`src/rtl/mem_arb_pkg.sv`:
```
// ---------------------------------------------------------------------------
// mem_arb_pkg
// Shared types and defaults for the two-requester line-refill arbiter.
//   arb_state_t : transaction FSM states (IDLE -> ISSUE -> WAIT -> RESP)
//   req_id_t    : requester identity (I-cache = port 0, D-cache = port 1)
//   LINE_W_DEF  : default refill line width
// ---------------------------------------------------------------------------
package mem_arb_pkg;

    typedef enum logic [1:0] {ARB_IDLE, ARB_ISSUE, ARB_WAIT, ARB_RESP} arb_state_t;
    typedef enum logic {REQ_I, REQ_D} req_id_t;

    localparam int LINE_W_DEF = 128;
    localparam int ADDR_W_DEF = 32;

endpackage

```
`src/rtl/mem_refill_arbiter_rr_pick2.sv`:
```
// ---------------------------------------------------------------------------
// rr_pick2
// Combinational two-way round-robin picker.
// Ports:
//   i_req   [1:0]  request vector, bit 0 = I side, bit 1 = D side
//   i_last         requester granted most recently
//   o_grant        requester to serve now (valid when o_any)
//   o_any          at least one request present
// A lone request always wins; on a tie the side that did not win last time
// is chosen.
// ---------------------------------------------------------------------------
module rr_pick2
    import mem_arb_pkg::*;
(
    input  logic [1:0] i_req,
    input  req_id_t    i_last,
    output req_id_t    o_grant,
    output logic       o_any
);

    always_comb begin
        o_any   = |i_req;
        o_grant = REQ_I;
        if (&i_req)
            o_grant = (i_last == REQ_I) ? REQ_D : REQ_I;
        else if (i_req[1])
            o_grant = REQ_D;
    end

endmodule

```
`src/rtl/mem_refill_arbiter.sv`:
```
// ---------------------------------------------------------------------------
// mem_refill_arbiter
// Shares one line memory (read strobe + data-valid handshake) between the
// I-cache and D-cache refill paths. One memory read is outstanding at a time;
// the returned line is pulsed only to the requester that owns the transaction.
//
// Ports:
//   clk_i, rst_i            clock, asynchronous active-high reset
//   i_req_i / i_addr_i      I-side level request and line address
//   i_valid_o / i_data_o    I-side one-cycle line-valid pulse and line data
//   d_req_i / d_addr_i      D-side level request and line address
//   d_valid_o / d_data_o    D-side one-cycle line-valid pulse and line data
//   mem_re_o / mem_add_o    memory read strobe (one cycle) and address
//   mem_valid_i/mem_data_i  memory read-data valid and data
//   perf_i_cnt_o            I grants issued
//   perf_d_cnt_o            D grants issued
//   perf_cfl_o              grants made while both sides were requesting
//
// Build option: define ARB_PERF_EN to get the three wrapping performance
// counters; without it the perf outputs are constant zero.
// ---------------------------------------------------------------------------
module mem_refill_arbiter
    import mem_arb_pkg::*;
#(
    parameter int ADDR_W = ADDR_W_DEF,
    parameter int LINE_W = LINE_W_DEF
) (
    input  logic              clk_i,
    input  logic              rst_i,
    input  logic              i_req_i,
    input  logic [ADDR_W-1:0] i_addr_i,
    output logic              i_valid_o,
    output logic [LINE_W-1:0] i_data_o,
    input  logic              d_req_i,
    input  logic [ADDR_W-1:0] d_addr_i,
    output logic              d_valid_o,
    output logic [LINE_W-1:0] d_data_o,
    output logic              mem_re_o,
    output logic [ADDR_W-1:0] mem_add_o,
    input  logic              mem_valid_i,
    input  logic [LINE_W-1:0] mem_data_i,
    output logic [31:0]       perf_i_cnt_o,
    output logic [31:0]       perf_d_cnt_o,
    output logic [31:0]       perf_cfl_o
);

    arb_state_t        r_state;
    req_id_t           r_owner;
    req_id_t           r_last;
    logic              r_mem_re;
    logic [ADDR_W-1:0] r_mem_add;
    logic              r_i_valid;
    logic              r_d_valid;
    logic [LINE_W-1:0] r_i_data;
    logic [LINE_W-1:0] r_d_data;

    req_id_t           w_grant;
    logic              w_any;
    logic              w_grant_now;

    rr_pick2 u_pick (
        .i_req   ({d_req_i, i_req_i}),
        .i_last  (r_last),
        .o_grant (w_grant),
        .o_any   (w_any)
    );

    assign w_grant_now = (r_state == ARB_IDLE) && w_any;

    always_ff @(posedge clk_i or posedge rst_i) begin
        if (rst_i) begin
            r_state   <= ARB_IDLE;
            r_owner   <= REQ_I;
            r_last    <= REQ_D;
            r_mem_re  <= 1'b0;
            r_mem_add <= '0;
            r_i_valid <= 1'b0;
            r_d_valid <= 1'b0;
            r_i_data  <= '0;
            r_d_data  <= '0;
        end else begin
            r_mem_re  <= 1'b0;
            r_i_valid <= 1'b0;
            r_d_valid <= 1'b0;
            case (r_state)
                ARB_IDLE: begin
                    if (w_any) begin
                        r_owner   <= w_grant;
                        r_last    <= w_grant;
                        r_mem_add <= (w_grant == REQ_D) ? d_addr_i : i_addr_i;
                        r_mem_re  <= 1'b1;
                        r_state   <= ARB_ISSUE;
                    end
                end
                ARB_ISSUE, ARB_WAIT: begin
                    // A zero-latency memory may answer in the strobe cycle itself.
                    if (mem_valid_i) begin
                        // The line is latched regardless; the pulse is suppressed
                        // when the owner has already abandoned its request.
                        if (r_owner == REQ_D) begin
                            r_d_data  <= mem_data_i;
                            r_d_valid <= d_req_i;
                        end else begin
                            r_i_data  <= mem_data_i;
                            r_i_valid <= i_req_i;
                        end
                        r_state <= ARB_RESP;
                    end else begin
                        r_state <= ARB_WAIT;
                    end
                end
                // Dead cycle so the served requester can drop its level request
                // before the next arbitration.
                ARB_RESP: r_state <= ARB_IDLE;
                default:  r_state <= ARB_IDLE;
            endcase
        end
    end

    assign mem_re_o  = r_mem_re;
    assign mem_add_o = r_mem_add;
    assign i_valid_o = r_i_valid;
    assign d_valid_o = r_d_valid;
    assign i_data_o  = r_i_data;
    assign d_data_o  = r_d_data;

`ifdef ARB_PERF_EN
    logic [31:0] r_perf_i;
    logic [31:0] r_perf_d;
    logic [31:0] r_perf_cfl;

    always_ff @(posedge clk_i or posedge rst_i) begin
        if (rst_i) begin
            r_perf_i   <= '0;
            r_perf_d   <= '0;
            r_perf_cfl <= '0;
        end else if (w_grant_now) begin
            if (w_grant == REQ_D) r_perf_d <= r_perf_d + 32'd1;
            else                  r_perf_i <= r_perf_i + 32'd1;
            if (i_req_i && d_req_i) r_perf_cfl <= r_perf_cfl + 32'd1;
        end
    end

    assign perf_i_cnt_o = r_perf_i;
    assign perf_d_cnt_o = r_perf_d;
    assign perf_cfl_o   = r_perf_cfl;
`else
    logic w_unused;
    assign w_unused     = w_grant_now;
    assign perf_i_cnt_o = 32'h0;
    assign perf_d_cnt_o = 32'h0;
    assign perf_cfl_o   = 32'h0;
`endif

endmodule

```
`config.mk`:
```
export PLATFORM = sky130hd
export DESIGN_NAME = mem_refill_arbiter
export DESIGN_NICKNAME = d
export VERILOG_FILES = /design/src/rtl/mem_arb_pkg.sv /design/src/rtl/mem_refill_arbiter_rr_pick2.sv /design/src/rtl/mem_refill_arbiter.sv
export SDC_FILE = /design/constraint.sdc
export NUM_CORES = 1
export LEC_CHECK = 0
export ABC_AREA = 1
export BUFFER_PORTS_ARGS = -buffer_cell sky130_fd_sc_hd__buf_2
export CAP_MARGIN = 10
export CELL_PAD_IN_SITES_DETAIL_PLACEMENT = 0
export CELL_PAD_IN_SITES_GLOBAL_PLACEMENT = 1
export CORE_AREA = 8 8 218 220
export DETAILED_ROUTE_END_ITERATION = 7
export DIE_AREA = 0 0 226 228
export HOLD_SLACK_MARGIN = 0.1
export PLACE_DENSITY_LB_ADDON = 0.12
export SYNTH_ARGS = -nofsm -noshare
export SYNTH_HDL_FRONTEND = slang
export SYNTH_HIERARCHICAL = 1
export SYNTH_SLANG_ARGS = --single-unit
```
`constraint.sdc`:
```
create_clock -name clk_i -period 18.5 [get_ports clk_i]
set_clock_uncertainty 0.05 [all_clocks]
set_input_delay 3.7 -clock clk_i [delete_from_list [all_inputs] [get_ports clk_i]]
set_output_delay 3.7 -clock clk_i [all_outputs]
set_load 0.01 [all_outputs]
```
# After elaboration in Yosys (flattened, before gate mapping)
# Cells that the tools add are included.
[classes] eq_ne=4 reduce_logical=7 mux=15 n_bitwise=1
[ops] operator="32-bit 2-to-1 mux" n=1
[ops] operator="1-bit 2-to-1 mux" n=12
[ops] operator="2-bit one-hot mux with 3 select lines" n=1
[ops] operator="3-bit AND reduction" n=2
[ops] operator="2-bit == test (second input constant)" n=2
[ops] operator="2-bit AND reduction" n=2
[ops] operator="2-bit OR reduction" n=2
[ops] operator="2-bit by 1-bit == test with 1-bit output (second input constant)" n=1
[ops] operator="2-bit logical NOT" n=1
[ops] operator="2-bit 2-to-1 mux" n=1
[ops] operator="2-bit by 1-bit inequality test with 1-bit output (second input constant)" n=1
[ops] operator="1-bit NOT" n=1
[totals] wordCells=36 output_inout_bits=387 ff_bits=295

# Longest topological paths before layout
[logic_depth] depth_word=3 ltp_mapped=9

# By module
# The synthesis kept the hierarchy.
[by_module_without_submodules] mod="mem_refill_arbiter" cells_per_inst=1450 instances=1 area_per_inst_um2=12380.6
[by_module_without_submodules] mod="rr_pick2" cells_per_inst=3 instances=1 area_per_inst_um2=15.0

# Worst setup path after synthesis
# No wires, ideal clock.
[synth_timing] path_type="input -> register" from="input port d_req_i" to="register r_mem_add[10], in the netlist mem_add_o[10]" n_path_buf=1 setup_slack_ns=13.788 t_required_ns=18.333 arrival_ns=4.545 setup_time_ns=0.117 cell_stages=6 cell_sequence="or2_1 nand2_1 clkinv_1 buf_2 nand2_1 nand2_1"
[synth_between] elab_chain_len=3
[synth_rtl] element="from (decl)" line_no="mem_refill_arbiter.sv:34" rtl="input logic d_req_i,"
[synth_rtl] element="1-bit 2-to-1 mux or 2-bit AND reduction (tied branches)" line_no="mem_refill_arbiter_rr_pick2.sv:26, mem_refill_arbiter_rr_pick2.sv:24"
[synth_rtl] element="1-bit 2-to-1 mux" line_no="mem_refill_arbiter_rr_pick2.sv:24" rtl="if (&i_req)"
[synth_rtl] element="32-bit 2-to-1 mux" line_no="mem_refill_arbiter.sv:90" rtl="r_mem_add <= (w_grant == REQ_D) ? d_addr_i : i_addr_i;"
[synth_rtl] element="to (signal assigned)" line_no="mem_refill_arbiter.sv:90"
[synth_rtl] element="to (decl)" line_no="mem_refill_arbiter.sv:51" rtl="logic [ADDR_W-1:0] r_mem_add;"
# Several ways; a longest one is shown, not always the timed one.
# A chain may end at the register's enable or synchronous reset.

# Worst setup path after layout
[layout_timing] from="input port d_req_i" to="register r_owner"
[layout_between] elab_chain_len=2
[layout_rtl] element="2-bit OR reduction" line_no="mem_refill_arbiter_rr_pick2.sv:22" rtl="o_any = |i_req;"
[layout_rtl] element="named net w_any" line_no="mem_refill_arbiter.sv:58" rtl="logic w_any;"
[layout_rtl] element="2-bit AND reduction (no source line)"
[layout_rtl] element="to (signal assigned)" line_no="mem_refill_arbiter.sv:88" rtl="r_owner <= w_grant;"
[layout_rtl] element="to (decl)" line_no="mem_refill_arbiter.sv:48" rtl="req_id_t r_owner;"
# The timed path passes the listed nets, and every way through them passes these cells.

==> out/summary.log <==
INFO  floorplan      pin_count=584
INFO  drt            detail_route.iter0.violations=545
INFO  logic_synthesis cells_after_synthesis=1453
INFO  global_route   grt_max_degree=126
INFO  cts            clock_tree_root_driver_cell=sky130_fd_sc_hd__clkbuf_16
INFO  cts            clk_pin_slew_worst_paths=0.05ns
INFO  drt            route.vias.total=10.2k
INFO  floorplan      initial_core_util=28.3%
INFO  drt            avg_vias_per_cell=4.03
INFO  floorplan      floorplan.rows=77
INFO  power          power.leakage=0.00969µW
INFO  setup_path     critical_path_class=in -> reg
INFO  cts            clk-insertion-delay-late=0.52ns
INFO  placed_design  gpl.final_weighted_congestion=0.775
INFO  floorplan      horiz_die_dim=226µm
INFO  sta            rsz_0062_raised_after_global_routing=false
INFO  global_route   grt_pass1_wl=66400µm
INFO  global_route   grt_remaining_overflow=0
INFO  drt            routed_wl=44300µm
INFO  logic_synthesis synth-warning-count=6
INFO  setup_path     cp_slowest_stage_delay=0.91ns
INFO  floorplan      die_area=51500µm²
INFO  placed_design  placed_wire_length_estimate_after_detailed_placement=32200µm
INFO  cts            htreeDepth=2
INFO  setup_path     critical_path_required=18.85ns
INFO  cts            cts-root-to-sink-buffers=3
INFO  placed_design  detailed_place.area=15000µm²
INFO  sta            relSlewSlack=30.0%
INFO  cts            numCtsBuffers=36
INFO  cts            cts.sink_count=295
INFO  global_route   grt_pass1_vias=10.6k
INFO  layout         fin_nets=2118
INFO  cts            post-cts-setup-buffer-count=0
INFO  floorplan      die_y=228µm
INFO  worst_hold_path holdCritPathClass=reg -> reg
INFO  sta            max_clock_freq=181MHz
INFO  logic_synthesis synth.yosys.seq_area_share=59.6%
INFO  run            max_cap_viol_count=0
INFO  power          worst_ir_drop_vdd=0.0000610V
INFO  setup_path     worst_ep_arrival_time=5.87ns
INFO  global_route   grt_antenna_before_repair=8
INFO  logic_synthesis synth_cell_types=17
INFO  sta            worst_hold_slack=0.421ns
INFO  logic_synthesis post_synth_instance_area=12400µm²
INFO  sta            fin_tns_setup=0ns
INFO  sta            fin_crit_sh=29.9%
INFO  cts            cts_resized=0
INFO  sta            setup-violations-final=0
INFO  drt            wl_per_cell=17.4µm
INFO  logic_synthesis ys_ff_latch=295
INFO  status         outcome=finished clean
INFO  drt            detailedRoute.firstPassIterationCount=5
INFO  power          power_per_cell_area=185nW/µm²
INFO  layout         flow.area_growth_from_synthesis=30.7%
INFO  drt            post-route-drc-count=0
INFO  drt            drt.antenna.violating_nets=0
INFO  sta            worst_pin_slew=1.05ns
INFO  sta            fin_crit=5.52ns
INFO  setup_path     cp_top_family=buffers and inverters
INFO  sta            hold_viol=0
INFO  global_route   combined_global_route_utilization_of_all_metal_layers=16.7%
INFO  cts            tritoncts=done
INFO  setup_path     worstPathMaxFanout=35
INFO  layout         design_area=16200µm²
INFO  setup_path     cp-start-kind=input port
INFO  layout         drive_gt1_share=28.8%
INFO  logic_synthesis syn_avg_cell_area=8.53µm²
INFO  setup_path     setup.worst_path.end_class=flip-flop
INFO  placed_design  numPortBuffers=487
INFO  setup_path     crit_buf_inv=3
INFO  floorplan      core=43800µm²
INFO  setup_path     cpMaxStageDelayCell=sky130_fd_sc_hd__clkinv_1
INFO  layout         nFillCells=4710
INFO  cts            hold_buffers=0
INFO  setup_path     critical_path.cell_chain=buf_2 > or2_1 > nand2_1 > buf_4 > clkinv_1 > o21ai_0
INFO  sta            timing_max_transition_violations_final=0
-- sequential cells by signal, indices dropped and copies added, names as in the netlist --
signal,flops
i_data_o,128
r_owner,1
d_data_o,128
i_valid_o,1
r_state,2
mem_add_o,32
r_last,1
d_valid_o,1
mem_re_o,1
-- final timing paths --
path,start,endpoint,slack [ns],depth (start not counted)
setup / recovery,d_req_i,r_owner,12.98,6
hold / removal,i_data_o[92],i_data_o[92],0.42,2
setup reg to reg,r_state[0],d_data_o[114],15.53,6
hold reg to reg,i_data_o[92],i_data_o[92],0.42,2
max in group asynchronous,rst_i,mem_add_o[20],13.02,4
min in group asynchronous,rst_i,d_data_o[51],3.31,2
-- logic make-up (layout without fill, tap and decap cells) --
kind of cell             Yosys count  after routing  synth area share [%]
flip-flops                       295            295                  59.6
adder cells (fa/ha/maj)            2              2                 0.202
buffers and inverters            303            699                  13.0
AO/OA/AOI/OAI                    132            132                  5.33
AND/OR/NAND/NOR                  720            720                  21.9
other                              1            100                0.0303
-- stage by stage --
step,utilization [%],worst slack [ns],total power (µW),cells
2_1_floorplan,-,6.60,1760,1548
3_3_place_gp,34.1,12.32,2300,2473
3_5_place_dp,34.1,12.31,2310,2473
4_1_cts,36.9,12.90,3070,2536
5_1_grt,37.0,12.64,3230,2540
6_report,37.0,12.98,2990,2540
-- cell usage after synthesis --
cell	number	area share, %
sky130_fd_sc_hd__nand3_1	2	0.081
sky130_fd_sc_hd__dfrtp_1	294	59
sky130_fd_sc_hd__nand3_2	1	0.081
sky130_fd_sc_hd__a21oi_1	1	0.040
sky130_fd_sc_hd__o21ai_0	28	1.1
sky130_fd_sc_hd__nand2_1	713	22
sky130_fd_sc_hd__buf_2	44	1.8
sky130_fd_sc_hd__buf_4	111	6.7
sky130_fd_sc_hd__or2_1	1	0.051
sky130_fd_sc_hd__o21ai_1	103	4.2
sky130_fd_sc_hd__clkbuf_1	10	0.30
sky130_fd_sc_hd__nor2_1	3	0.091
sky130_fd_sc_hd__ha_1	2	0.20
sky130_fd_sc_hd__dfstp_2	1	0.21
sky130_fd_sc_hd__conb_1	1	0.030
sky130_fd_sc_hd__inv_1	137	4.1
sky130_fd_sc_hd__clkinv_1	1	0.030
-- placed cells by master, fill, tap and decap left out, types with 9 or more instances in the layout --
| cell | count |
|---|---|
| sky130_fd_sc_hd__nand2_1 | 713 |
| sky130_fd_sc_hd__inv_1 | 136 |
| sky130_fd_sc_hd__conb_1 | 96 |
| sky130_fd_sc_hd__clkbuf_16 | 38 |
| sky130_fd_sc_hd__buf_4 | 11 |
| sky130_fd_sc_hd__clkbuf_8 | 9 |
| sky130_fd_sc_hd__o21ai_0 | 28 |
| sky130_fd_sc_hd__o21ai_1 | 103 |
| sky130_fd_sc_hd__dfrtp_1 | 294 |
| sky130_fd_sc_hd__buf_2 | 487 |
-- layer usage --
| layer | global-route usage, % | part of all wire, % |
|---|---|---|
| met4 | 4.47 | 1.6 |
| met2 | 29.1 | 50 |
| met3 | 5.63 | 8.2 |
| met1 | 19.3 | 40 |
| met5 | 0 | 0.086 |
-- report_power, final --
part	internal, µW	switching, µW	total [µW]
Sequential	953	160	1110
Clock	453	275	728
Combinational	405	747	1150
-- tightest hold or removal path: stages, from the launching register on --
cell and delay [ns]:
sky130_fd_sc_hd__dfrtp_1 0.33, sky130_fd_sc_hd__nand2_1 0.05, sky130_fd_sc_hd__nand2_1 0.05
-- final cells by class --
| cell class | instances | area, µm² | share of cell area (%) |
|---|---|---|---|
| clock inverter | 9 | 134 | 0.826 |
| antenna | 4 | 10.0 | 0.0618 |
| multi-input combinational | 950 | 3790 | 23.4 |
| sequential | 295 | 7380 | 45.6 |
| timing repair buffer | 498 | 2520 | 15.5 |
| inverter | 138 | 526 | 3.24 |
| tap | 592 | 741 | 4.57 |
| clock buffer | 54 | 1100 | 6.79 |
(Power assumes the default switching activity.)
